$ cat config.mk
export PLATFORM = sky130hd
export DESIGN_NAME = sd_block_responder_flat
export DESIGN_NICKNAME = d
export VERILOG_FILES = /design/src/rtl/sd_block_responder_pkg.sv /design/src/rtl/sd_block_responder_if.sv /design/src/rtl/sd_block_responder.sv /design/src/flat_wrapper.sv
export SDC_FILE = /design/constraint.sdc
export NUM_CORES = 1
export LEC_CHECK = 0
export ABC_AREA = 1
export BUFFER_PORTS_ARGS = -buffer_cell sky130_fd_sc_hd__buf_2
export CELL_PAD_IN_SITES_DETAIL_PLACEMENT = 0
export CELL_PAD_IN_SITES_GLOBAL_PLACEMENT = 1
export CORE_ASPECT_RATIO = 0.75
export CORE_MARGIN = 8
export CORE_UTILIZATION = 30
export DETAILED_ROUTE_END_ITERATION = 7
export PLACE_DENSITY_LB_ADDON = 0.1
export SLEW_MARGIN = 30
export SYNTH_ARGS = -nofsm -noshare
export SYNTH_HDL_FRONTEND = slang
export SYNTH_SLANG_ARGS = --single-unit
$ cat constraint.sdc
create_clock -name clk_sys -period 4.1 [get_ports clk_sys]
set_clock_uncertainty 0.15 [all_clocks]
set_input_delay 0.41 -clock clk_sys [delete_from_list [all_inputs] [get_ports clk_sys]]
set_output_delay 0.41 -clock clk_sys [all_outputs]
set_load 0.1 [all_outputs]
$ cat src/rtl/sd_block_responder_pkg.sv
// Shared constants for the SD block responder: block geometry and FSM state encoding.
package sd_resp_pkg;

    localparam int unsigned BLK_BYTES = 512;
    localparam int unsigned IDX_W     = 9;
    localparam logic [IDX_W-1:0] LAST_IDX = 9'd511;

    localparam int unsigned ST_W = 3;
    localparam logic [ST_W-1:0] S_IDLE    = 3'd0;
    localparam logic [ST_W-1:0] S_DELAY   = 3'd1;
    localparam logic [ST_W-1:0] S_RD_MEM  = 3'd2;
    localparam logic [ST_W-1:0] S_RD_BUF  = 3'd3;
    localparam logic [ST_W-1:0] S_WR_ADDR = 3'd4;
    localparam logic [ST_W-1:0] S_WR_CAP  = 3'd5;
    localparam logic [ST_W-1:0] S_WR_MEM  = 3'd6;
    localparam logic [ST_W-1:0] S_DONE    = 3'd7;

    // True on the final byte of a block; the index never wraps past it.
    function automatic logic is_last_idx(input logic [IDX_W-1:0] idx);
        return idx == LAST_IDX;
    endfunction

endpackage

$ cat src/rtl/sd_block_responder_if.sv
// SD block protocol + backing-memory bus bundle. The wp_hit signal exists only
// when SD_RESP_WPROT_EN is defined.
interface sd_block_responder_if #(
    parameter int unsigned ADDR_W = 25
);
    import sd_resp_pkg::*;

    logic [31:0]       sd_lba;
    logic              sd_rd;
    logic              sd_wr;
    logic              sd_ack;
    logic [IDX_W-1:0]  sd_buff_addr;
    logic [7:0]        sd_buff_dout;
    logic              sd_buff_wr;
    logic [7:0]        sd_buff_din;
    logic [31:0]       img_blocks;

    logic [ADDR_W-1:0] mem_addr;
    logic              mem_rd;
    logic              mem_wr;
    logic [7:0]        mem_din;
    logic [7:0]        mem_dout;
    logic              mem_ready;

    logic              busy;
    logic              range_err;
`ifdef SD_RESP_WPROT_EN
    logic              wp_hit;
`endif

    // Responder side
    modport slave (
        input  sd_lba, sd_rd, sd_wr, sd_buff_din, img_blocks, mem_dout, mem_ready,
        output sd_ack, sd_buff_addr, sd_buff_dout, sd_buff_wr,
        output mem_addr, mem_rd, mem_wr, mem_din, busy,
`ifdef SD_RESP_WPROT_EN
        output wp_hit,
`endif
        output range_err
    );

    // Initiator / memory side
    modport master (
        output sd_lba, sd_rd, sd_wr, sd_buff_din, img_blocks, mem_dout, mem_ready,
        input  sd_ack, sd_buff_addr, sd_buff_dout, sd_buff_wr,
        input  mem_addr, mem_rd, mem_wr, mem_din, busy,
`ifdef SD_RESP_WPROT_EN
        input  wp_hit,
`endif
        input  range_err
    );

endinterface

$ cat src/rtl/sd_block_responder.sv
// Device-side SD block responder: serves 512-byte reads/writes from a byte-wide memory.
// Define SD_RESP_WPROT_EN to make the image write-protected (writes acked, never stored).
module sd_block_responder
    import sd_resp_pkg::*;
#(
    parameter int unsigned ADDR_W    = 25,
    parameter int unsigned ACK_DELAY = 2
) (
    input  logic clk_sys,
    input  logic reset,
    sd_block_responder_if.slave bus
);

    localparam int unsigned LBA_W = ADDR_W - $clog2(BLK_BYTES);
    localparam int unsigned CNT_W = 4;
    localparam logic [CNT_W-1:0] DLY_LAST = CNT_W'(ACK_DELAY - 1);
    localparam bit SKIP_DELAY = (ACK_DELAY == 0);

    logic [ST_W-1:0]   r_state;
    logic [IDX_W-1:0]  r_idx;
    logic [CNT_W-1:0]  r_cnt;
    logic [LBA_W-1:0]  r_lba;
    logic              r_is_wr;
    logic              r_in_range;
    logic              r_range_err;
    logic              r_rd_d;
    logic              r_wr_d;
    logic              r_ack;
    logic              r_busy;
    logic [IDX_W-1:0]  r_buff_addr;
    logic [7:0]        r_buff_dout;
    logic              r_buff_wr;
    logic [ADDR_W-1:0] r_mem_addr;
    logic              r_mem_rd;
    logic              r_mem_wr;
    logic [7:0]        r_mem_din;

    logic [ST_W-1:0]   w_nxt_state;
    logic [IDX_W-1:0]  w_nxt_idx;
    logic [CNT_W-1:0]  w_nxt_cnt;
    logic [LBA_W-1:0]  w_nxt_lba;
    logic              w_nxt_is_wr;
    logic              w_nxt_in_range;
    logic              w_nxt_range_err;
    logic [7:0]        w_nxt_buff_dout;
    logic [7:0]        w_nxt_mem_din;
    logic              w_nxt_ack;
    logic              w_nxt_busy;
    logic              w_nxt_mem_rd;
    logic              w_nxt_mem_wr;

    logic w_rd_rise;
    logic w_wr_rise;
    logic w_accept;
    logic w_req_in_range;
    logic w_wr_allow;

    assign w_rd_rise      = bus.sd_rd & ~r_rd_d;
    assign w_wr_rise      = bus.sd_wr & ~r_wr_d;
    assign w_accept       = (r_state == S_IDLE) & (w_rd_rise | w_wr_rise);
    assign w_req_in_range = bus.sd_lba < bus.img_blocks;

`ifdef SD_RESP_WPROT_EN
    logic r_wp_hit;
    assign w_wr_allow = 1'b0;
    assign bus.wp_hit = r_wp_hit;

    // Sticky flag: any write attempt against the protected image
    always_ff @(posedge clk_sys or posedge reset) begin
        if (reset) begin
            r_wp_hit <= 1'b0;
        end else if (w_accept && !w_rd_rise) begin
            r_wp_hit <= 1'b1;
        end
    end
`else
    assign w_wr_allow = r_in_range;
`endif

    // Next-state and next-output logic
    always_comb begin
        w_nxt_state     = r_state;
        w_nxt_idx       = r_idx;
        w_nxt_cnt       = r_cnt;
        w_nxt_lba       = r_lba;
        w_nxt_is_wr     = r_is_wr;
        w_nxt_in_range  = r_in_range;
        w_nxt_range_err = r_range_err;
        w_nxt_buff_dout = r_buff_dout;
        w_nxt_mem_din   = r_mem_din;

        case (r_state)
            S_IDLE: begin
                if (w_accept) begin
                    // Read wins when both edges land in the same cycle
                    w_nxt_lba       = LBA_W'(bus.sd_lba);
                    w_nxt_is_wr     = ~w_rd_rise;
                    w_nxt_in_range  = w_req_in_range;
                    w_nxt_range_err = ~w_req_in_range;
                    w_nxt_cnt       = '0;
                    if (SKIP_DELAY) begin
                        w_nxt_state = w_rd_rise ? S_RD_MEM : S_WR_ADDR;
                    end else begin
                        w_nxt_state = S_DELAY;
                    end
                end
            end
            S_DELAY: begin
                if (r_cnt == DLY_LAST) begin
                    w_nxt_state = r_is_wr ? S_WR_ADDR : S_RD_MEM;
                end else begin
                    w_nxt_cnt = r_cnt + CNT_W'(1);
                end
            end
            S_RD_MEM: begin
                if (!r_in_range) begin
                    w_nxt_buff_dout = 8'h00;
                    w_nxt_state     = S_RD_BUF;
                end else if (bus.mem_ready) begin
                    w_nxt_buff_dout = bus.mem_dout;
                    w_nxt_state     = S_RD_BUF;
                end
            end
            S_RD_BUF: begin
                if (is_last_idx(r_idx)) begin
                    w_nxt_state = S_DONE;
                end else begin
                    w_nxt_idx   = r_idx + IDX_W'(1);
                    w_nxt_state = S_RD_MEM;
                end
            end
            S_WR_ADDR: begin
                w_nxt_state = S_WR_CAP;
            end
            S_WR_CAP: begin
                // Buffer RAM is registered: data for the address shown last cycle is valid now
                w_nxt_mem_din = bus.sd_buff_din;
                w_nxt_state   = S_WR_MEM;
            end
            S_WR_MEM: begin
                if (!w_wr_allow || bus.mem_ready) begin
                    if (is_last_idx(r_idx)) begin
                        w_nxt_state = S_DONE;
                    end else begin
                        w_nxt_idx   = r_idx + IDX_W'(1);
                        w_nxt_state = S_WR_ADDR;
                    end
                end
            end
            S_DONE: begin
                w_nxt_idx   = '0;
                w_nxt_state = S_IDLE;
            end
            default: begin
                w_nxt_state = S_IDLE;
            end
        endcase

        // Ack rises one cycle after accept and drops on entry to DONE
        w_nxt_ack    = (r_state != S_IDLE) && (w_nxt_state != S_DONE) && (w_nxt_state != S_IDLE);
        w_nxt_busy   = (w_nxt_state != S_IDLE);
        w_nxt_mem_rd = (w_nxt_state == S_RD_MEM) && w_nxt_in_range;
        w_nxt_mem_wr = (w_nxt_state == S_WR_MEM) && w_wr_allow;
    end

    // State and registered outputs
    always_ff @(posedge clk_sys or posedge reset) begin
        if (reset) begin
            r_state     <= S_IDLE;
            r_idx       <= '0;
            r_cnt       <= '0;
            r_lba       <= '0;
            r_is_wr     <= 1'b0;
            r_in_range  <= 1'b0;
            r_range_err <= 1'b0;
            r_rd_d      <= 1'b0;
            r_wr_d      <= 1'b0;
            r_ack       <= 1'b0;
            r_busy      <= 1'b0;
            r_buff_addr <= '0;
            r_buff_dout <= '0;
            r_buff_wr   <= 1'b0;
            r_mem_addr  <= '0;
            r_mem_rd    <= 1'b0;
            r_mem_wr    <= 1'b0;
            r_mem_din   <= '0;
        end else begin
            r_state     <= w_nxt_state;
            r_idx       <= w_nxt_idx;
            r_cnt       <= w_nxt_cnt;
            r_lba       <= w_nxt_lba;
            r_is_wr     <= w_nxt_is_wr;
            r_in_range  <= w_nxt_in_range;
            r_range_err <= w_nxt_range_err;
            r_rd_d      <= bus.sd_rd;
            r_wr_d      <= bus.sd_wr;
            r_ack       <= w_nxt_ack;
            r_busy      <= w_nxt_busy;
            r_buff_addr <= w_nxt_idx;
            r_buff_dout <= w_nxt_buff_dout;
            r_buff_wr   <= (w_nxt_state == S_RD_BUF);
            r_mem_addr  <= {w_nxt_lba, w_nxt_idx};
            r_mem_rd    <= w_nxt_mem_rd;
            r_mem_wr    <= w_nxt_mem_wr;
            r_mem_din   <= w_nxt_mem_din;
        end
    end

    assign bus.sd_ack       = r_ack;
    assign bus.busy         = r_busy;
    assign bus.range_err    = r_range_err;
    assign bus.sd_buff_addr = r_buff_addr;
    assign bus.sd_buff_dout = r_buff_dout;
    assign bus.sd_buff_wr   = r_buff_wr;
    assign bus.mem_addr     = r_mem_addr;
    assign bus.mem_rd       = r_mem_rd;
    assign bus.mem_wr       = r_mem_wr;
    assign bus.mem_din      = r_mem_din;

endmodule

$ cat src/flat_wrapper.sv
// flat-port wrapper written by rule: the top's interface ports become plain ports
module sd_block_responder_flat import sd_resp_pkg::*;
#(
    parameter int unsigned ADDR_W    = 25,
    parameter int unsigned ACK_DELAY = 2
)
  (clk_sys, reset, bus_sd_lba, bus_sd_rd, bus_sd_wr, bus_sd_buff_din, bus_img_blocks, bus_mem_dout, bus_mem_ready, bus_sd_ack, bus_sd_buff_addr, bus_sd_buff_dout, bus_sd_buff_wr, bus_mem_addr, bus_mem_rd, bus_mem_wr, bus_mem_din, bus_busy, bus_range_err);
  sd_block_responder_if #(.ADDR_W(ADDR_W)) bus_i ();
  input  logic clk_sys;
  input  logic reset;
  input wire logic [$bits(bus_i.sd_lba)-1:0] bus_sd_lba;
  input wire logic [$bits(bus_i.sd_rd)-1:0] bus_sd_rd;
  input wire logic [$bits(bus_i.sd_wr)-1:0] bus_sd_wr;
  input wire logic [$bits(bus_i.sd_buff_din)-1:0] bus_sd_buff_din;
  input wire logic [$bits(bus_i.img_blocks)-1:0] bus_img_blocks;
  input wire logic [$bits(bus_i.mem_dout)-1:0] bus_mem_dout;
  input wire logic [$bits(bus_i.mem_ready)-1:0] bus_mem_ready;
  output wire logic [$bits(bus_i.sd_ack)-1:0] bus_sd_ack;
  output wire logic [$bits(bus_i.sd_buff_addr)-1:0] bus_sd_buff_addr;
  output wire logic [$bits(bus_i.sd_buff_dout)-1:0] bus_sd_buff_dout;
  output wire logic [$bits(bus_i.sd_buff_wr)-1:0] bus_sd_buff_wr;
  output wire logic [$bits(bus_i.mem_addr)-1:0] bus_mem_addr;
  output wire logic [$bits(bus_i.mem_rd)-1:0] bus_mem_rd;
  output wire logic [$bits(bus_i.mem_wr)-1:0] bus_mem_wr;
  output wire logic [$bits(bus_i.mem_din)-1:0] bus_mem_din;
  output wire logic [$bits(bus_i.busy)-1:0] bus_busy;
  output wire logic [$bits(bus_i.range_err)-1:0] bus_range_err;
  assign bus_i.sd_lba = bus_sd_lba;
  assign bus_i.sd_rd = bus_sd_rd;
  assign bus_i.sd_wr = bus_sd_wr;
  assign bus_i.sd_buff_din = bus_sd_buff_din;
  assign bus_i.img_blocks = bus_img_blocks;
  assign bus_i.mem_dout = bus_mem_dout;
  assign bus_i.mem_ready = bus_mem_ready;
  assign bus_sd_ack = bus_i.sd_ack;
  assign bus_sd_buff_addr = bus_i.sd_buff_addr;
  assign bus_sd_buff_dout = bus_i.sd_buff_dout;
  assign bus_sd_buff_wr = bus_i.sd_buff_wr;
  assign bus_mem_addr = bus_i.mem_addr;
  assign bus_mem_rd = bus_i.mem_rd;
  assign bus_mem_wr = bus_i.mem_wr;
  assign bus_mem_din = bus_i.mem_din;
  assign bus_busy = bus_i.busy;
  assign bus_range_err = bus_i.range_err;
  sd_block_responder #(.ADDR_W(ADDR_W), .ACK_DELAY(ACK_DELAY)) u_core (.clk_sys(clk_sys), .reset(reset), .bus(bus_i));
endmodule
# --- Yosys cells after proc, flatten, opt, wreduce, memory -nomap -nowiden ---
# Index checks and enable logic that the tools add are counted.
totals:
  regBits: 83
  input_bits: 85
op_classes:
  mux: 21
  bitwise_logic: 8
  n_eq_ne: 16
  addsub: 2
  magnitude_cmp: 1
  n_reduce_logical: 13
ops:
  columns: ["op", "count"]
  rows:
  - ["$lt 32x32->1", 1]
  - ["$mux 16", 2]
  - ["$pmux 9 s3", 1]
  - ["$pmux 3 s8", 1]
  - ["$mux 3", 7]
  - ["$mux 9", 2]
  - ["$mux 8", 2]
  - ["$eq 3x3->1 const B", 5]
  - ["$eq 3x2->1 const B", 4]
  - ["$add 9x1->9 const B", 1]
  - ["$eq 9x9->1 const B", 1]
  - ["$mux 4", 2]
  - ["$pmux 4 s2", 1]
  - ["$reduce_bool 3->1", 2]
  - ["$add 4x1->4 const B", 1]
  - ["$eq 4x1->1 const B", 1]
  - ["$logic_and 1x1->1", 4]
  - ["$ne 2x2->1 const B", 2]
  - ["$not 1->1", 4]
  - ["$reduce_and 2->1", 2]
  - ["$and 1x1->1", 3]
  - ["$eq 3x1->1 const B", 1]
  - ["$logic_not 3->1", 1]
  - ["$ne 3x3->1 const B", 1]
  - ["other kinds (8)", 9]

# --- Depth between registers and ports, before layout ---
logic_depth:
  ltp_word: 9
  mapped_depth: 13
  mapped_depth_nobuf: 13

# --- Worst setup path before layout ---
# No wires, ideal clock.
synth_path:
  path_type: "reg-to-reg"
  start: "register u_core.r_idx[0]"
  end: "register u_core.r_mem_rd (netlist: u_core.bus.mem_rd)"
  slack_ns: 1.551
  arrival_time_ns: 2.277
  n_path_buf: 0
  setup_time_ns: 0.123
  path_stages_with_launch: 11
  path_cell_list: "dfrtp_1 -> ha_1 -> nand2_1 -> nor2_2 -> nand4_2 -> nor2_8 -> nand2_1 -> nand2_1 -> inv_2 -> nand3_1 -> a21oi_1"
synth_between:
  word_cells_on_any_way: 7
  cone_classes: "eq/ne (2); mux (4); reduce/logical (1)"
synth_rtl:
  columns: ["item", "line", "rtl"]
  rows:
  - ["from (decl)", "sd_block_responder.sv:20", "logic [IDX_W-1:0] r_idx;"]
  - ["from (signal assigned)", "sd_block_responder.sv:189", "r_idx <= w_nxt_idx;"]
  - ["$eq 9x9->1", "sd_block_responder_pkg.sv:20", "return idx == LAST_IDX;"]
  - ["$mux 3", "sd_block_responder.sv:125", "if (is_last_idx(r_idx)) begin"]
  - ["$pmux 3 s8", "sd_block_responder.sv:92", "case (r_state)"]
  - ["net u_core.w_nxt_state[2]", "sd_block_responder.sv:38", "logic [ST_W-1:0] w_nxt_state;"]
  - ["$eq 3x2->1", "sd_block_responder.sv:162", "w_nxt_mem_rd = (w_nxt_state == S_RD_MEM) && w_nxt_in_range;"]
  - ["$logic_and 1x1->1", "sd_block_responder.sv:162", null]
  - ["net u_core.w_nxt_mem_rd", "sd_block_responder.sv:49", "logic w_nxt_mem_rd;"]
  - ["to (signal assigned)", "sd_block_responder.sv:203", "r_mem_rd <= w_nxt_mem_rd;"]
  - ["to (decl)", "sd_block_responder.sv:34", "logic r_mem_rd;"]
# The timed path passes the listed nets, and every way through them passes these cells.
# A chain may end at the register's enable or synchronous reset.

# --- Worst setup path after layout ---
layout_path:
  start: "register u_core.r_in_range"
  end: "register u_core.r_busy (netlist: u_core.bus.busy)"
layout_between:
  elab_chain_len: 5
  word_cells_on_any_way: 6
  cone_classes: "mux (3); reduce/logical (3)"
layout_lines:
  columns: ["item", "line", "rtl"]
  rows:
  - ["from (decl)", "sd_block_responder.sv:24", "logic r_in_range;"]
  - ["from (signal assigned)", "sd_block_responder.sv:193", "r_in_range <= w_nxt_in_range;"]
  - ["$logic_not 1->1", null, null]
  - ["$logic_or 1x1->1", "sd_block_responder.sv:141", "if (!w_wr_allow || bus.mem_ready) begin"]
  - ["$mux 3", "sd_block_responder.sv:141", null]
  - ["$pmux 3 s8 *", "sd_block_responder.sv:92", null]
  - ["net u_core.w_nxt_state[0]", "sd_block_responder.sv:38", null]
  - ["$reduce_bool 3->1 *", "sd_block_responder.sv:161", "w_nxt_busy = (w_nxt_state != S_IDLE);"]
  - ["net u_core.w_nxt_busy", "sd_block_responder.sv:48", "logic w_nxt_busy;"]
  - ["to (signal assigned)", "sd_block_responder.sv:198", "r_busy <= w_nxt_busy;"]
  - ["to (decl)", "sd_block_responder.sv:29", "logic r_busy;"]
# The timed path passes the listed nets; every way through them passes the cells marked *.

==> impl_metrics.yaml <==
routing:
  drt-initial-drc-count: 130
  vias_per_cell: 4.45
  drt-pass1-iter-count: 4
  num_vias: 3153
  drt_wl_total_um: 9790
  antenna_left: 0
  wl_per_cell_um: 13.8
  drc: 0
setup_path:
  rr_startpoint: "u_core.r_in_range$_DFF_PP0_"
  crit_fanout: 17
  startpoint: "u_core.r_in_range$_DFF_PP0_"
  critPathArrivalTime_ps: 2410
  end_kind: "register"
  worstSetupStartpointType: "register"
  crit_type: "reg2reg"
  cp.required_ps: 4150
synthesis:
  synth_edf_count: 0
  syn_area_per_cell_sq_um: 8.28
  yosysTopAreaCellShare_pct: 41.5
  syn-num-nets: 542
  ys_types: 36
  syn-cell-area_sq_um: 3500
  synth-seq-area-share_pct: 41.5
  yosysMostFrequentCell: "nand2_1"
  yosysTopAreaCell: "dfrtp_1"
  synth_area_leaders: "dfrtp_1 (41%), ha_1 (12%), nand2_1 (11%), inv_1 (6.1%), a21oi_1 (4.0%)"
  synth-seq-cells: 58
  synthArstFlopShare_pct: 100
  postSynth.topFlopCell: "dfrtp_1"
  netlist_instances: 423
  ys_warn_count: 0
  synth_common_cells: "nand2_1 (107), dfrtp_1 (58), inv_1 (57)"
grt:
  grt_pass1_vias: 3333
  grt_pass1_wl_um: 16300
  grt_use_total_pct: 13.2
  overflow: 0
  antenna_found_initial: 0
  grt_start_max_net_pins: 37
sta:
  drv_slew: 0
  hold_viol_final: 0
  min_period_over_period_pct: 57.5
  max_freq_mhz: 424
  max_slew_margin_pct: 54.0
  setup_viol: 0
  worst_pin_slew_ps: 689
  fin_setup_tns_ps: 0
  post-route-min-period_ps: 2360
  rsz0062_at_grt: "no"
clocking:
  cts_buffers: 9
  post_cts_resized: 0
  cts_root_buffer: "clkbuf_16"
  cts_tree: "built"
  cts_htree_levels: 3
  clk_latency_ps: 330
  cts.sinks: 58
  clkSlewWorstSetupHoldPaths_ps: 50
  clockBufferDepth: 2
  cts_setup_buffers: 0
die:
  rows: 34
  die_height_um: 110
  core-area_sq_um: 11500
  ios: 141
  die-area_sq_um: 15400
  start_util_pct: 30.5
  dieWidth_um: 141
layout:
  nNetsFinal: 680
  drive_gt1_share_pct: 34.0
  num_antenna_cells: 0
  syn_to_final_growth_pct: 31.1
  nFillCells: 1184
  final_cell_area_sq_um: 4590
  final_cells: 709
placement:
  hpwl_um: 7770
  gp_congestion: 0.747
  port_buffers: 140
  post_dp_cell_area_sq_um: 4290
  post-place-cells: 693
min_path:
  min-delay-path-class: "in2reg"
  min-delay-start: "bus_sd_wr"
flow_run:
  maxCapViolations: 0
run_status:
  status: "complete, no violations"
registers in the layout (all words and copies together) (netlist names):
name and count:
u_core.bus.sd_ack 1, u_core.bus.mem_wr 1, u_core.bus.sd_buff_wr 1, u_core.r_wr_d 1, u_core.r_is_wr 1, u_core.bus.sd_buff_dout 8, u_core.r_state 3, u_core.bus.mem_addr 1
u_core.bus.mem_rd 1, u_core.r_in_range 1, u_core.bus.busy 1, u_core.r_cnt 4, u_core.bus.mem_din 8, u_core.bus.range_err 1, u_core.r_idx 8, u_core.r_rd_d 1
u_core.r_lba 16
what timing repair did:
action | in CTS | in global routing
endpoints found under the setup margin | 0 | 0
hold buffers | 1 | 0
endpoints found under the hold margin | 22 | 0
metrics by stage:
step	hold WS, ps	utilization [%]	setup slack [ps]
after floorplan	291	-	1550
after global placement	311	37.4	1810
after detailed placement	311	37.4	1730
after CTS	43.7	40.0	1700
after global routing	49.9	40.0	1490
final	59.2	40.0	1740
worst paths after layout:
check | to | slack [ps] | cells past startpoint
hold / removal | u_core.r_wr_d$_DFF_PP0_ | 60 | 1
setup reg to reg | u_core.bus.busy$_DFF_PP0_ | 1740 | 7
setup / recovery | u_core.bus.busy$_DFF_PP0_ | 1740 | 7
min in group asynchronous | u_core.r_lba[4]$_DFFE_PP0P_ | 510 | 3
hold reg to reg | u_core.r_lba[9]$_DFFE_PP0P_ | 320 | 2
max in group asynchronous | u_core.bus.mem_rd$_DFF_PP0_ | 2420 | 4
critical path, cell delays in order (launching register included):
cell	delay, ps
dfrtp_1	570
inv_1	90
nor2_2	540
nor2_2	230
nor3_2	300
nand3_4	120
nor2_2	160
nand2_1	70
cells in the final DEF (no fill, tap or decap), types with 2 or more instances in the layout:
| cell type | netlist | routed |
|---|---|---|
| buf_2 | 4 | 140 |
| nand2_1 | 107 | 107 |
| dfrtp_1 | 58 | 58 |
| inv_1 | 57 | 56 |
| ha_1 | 34 | 34 |
| a21oi_1 | 28 | 28 |
| nor2_1 | 23 | 23 |
| nand3_1 | 23 | 23 |
| o21ai_0 | 19 | 19 |
| clkbuf_16 | 0 | 9 |
| inv_2 | 7 | 8 |
| mux2_2 | 8 | 8 |
| nor2_2 | 6 | 6 |
| o21ai_1 | 5 | 5 |
| nand4_1 | 4 | 4 |
| nand2_2 | 3 | 3 |
| nand2_4 | 3 | 3 |
| xor2_1 | 3 | 3 |
| o21ai_2 | 2 | 2 |
| a31oi_1 | 2 | 2 |
| nor3_1 | 2 | 2 |
| nor4_1 | 2 | 2 |
| clkbuf_1 | 1 | 2 |
| clkinv_2 | 0 | 2 |
metal layers:
metal	wire length, um	up-vias	track usage, %	part of all wire (%)
met3	753	7	6.20	7.7
met2	4240	91	20.3	43
li1	-	1636	-	-
met4	90	0	3.21	0.92
met5	0	-	0	0
met1	4700	1419	16.6	48
layout make-up:
class / count / area, sq um / area share [%]
Timing Repair Buffer: 142 / 718 / 15.6
Inverter: 64 / 240 / 5.23
Multi-Input combinational cell: 286 / 1710 / 37.3
Sequential cell: 58 / 1450 / 31.6
Tap cell: 144 / 180 / 3.92
Clock inverter: 3 / 40.0 / 0.872
Clock buffer: 12 / 246 / 5.37
cell families (layout without fill, tap and decap cells):
group	count (synthesis)	in the layout	synth area share [%]
fa+ha+maj	34	34	12.2
mux	8	8	2.57
flops	58	58	41.5
compound gates	61	61	9.61
xor+xnor	4	4	1.00
buf+inv	79	221	9.58
simple gates	179	179	23.6
Power is left out: the tool's default activity adds up to more than one toggle a clock period on the data nets, which glitch-free logic cannot reach.
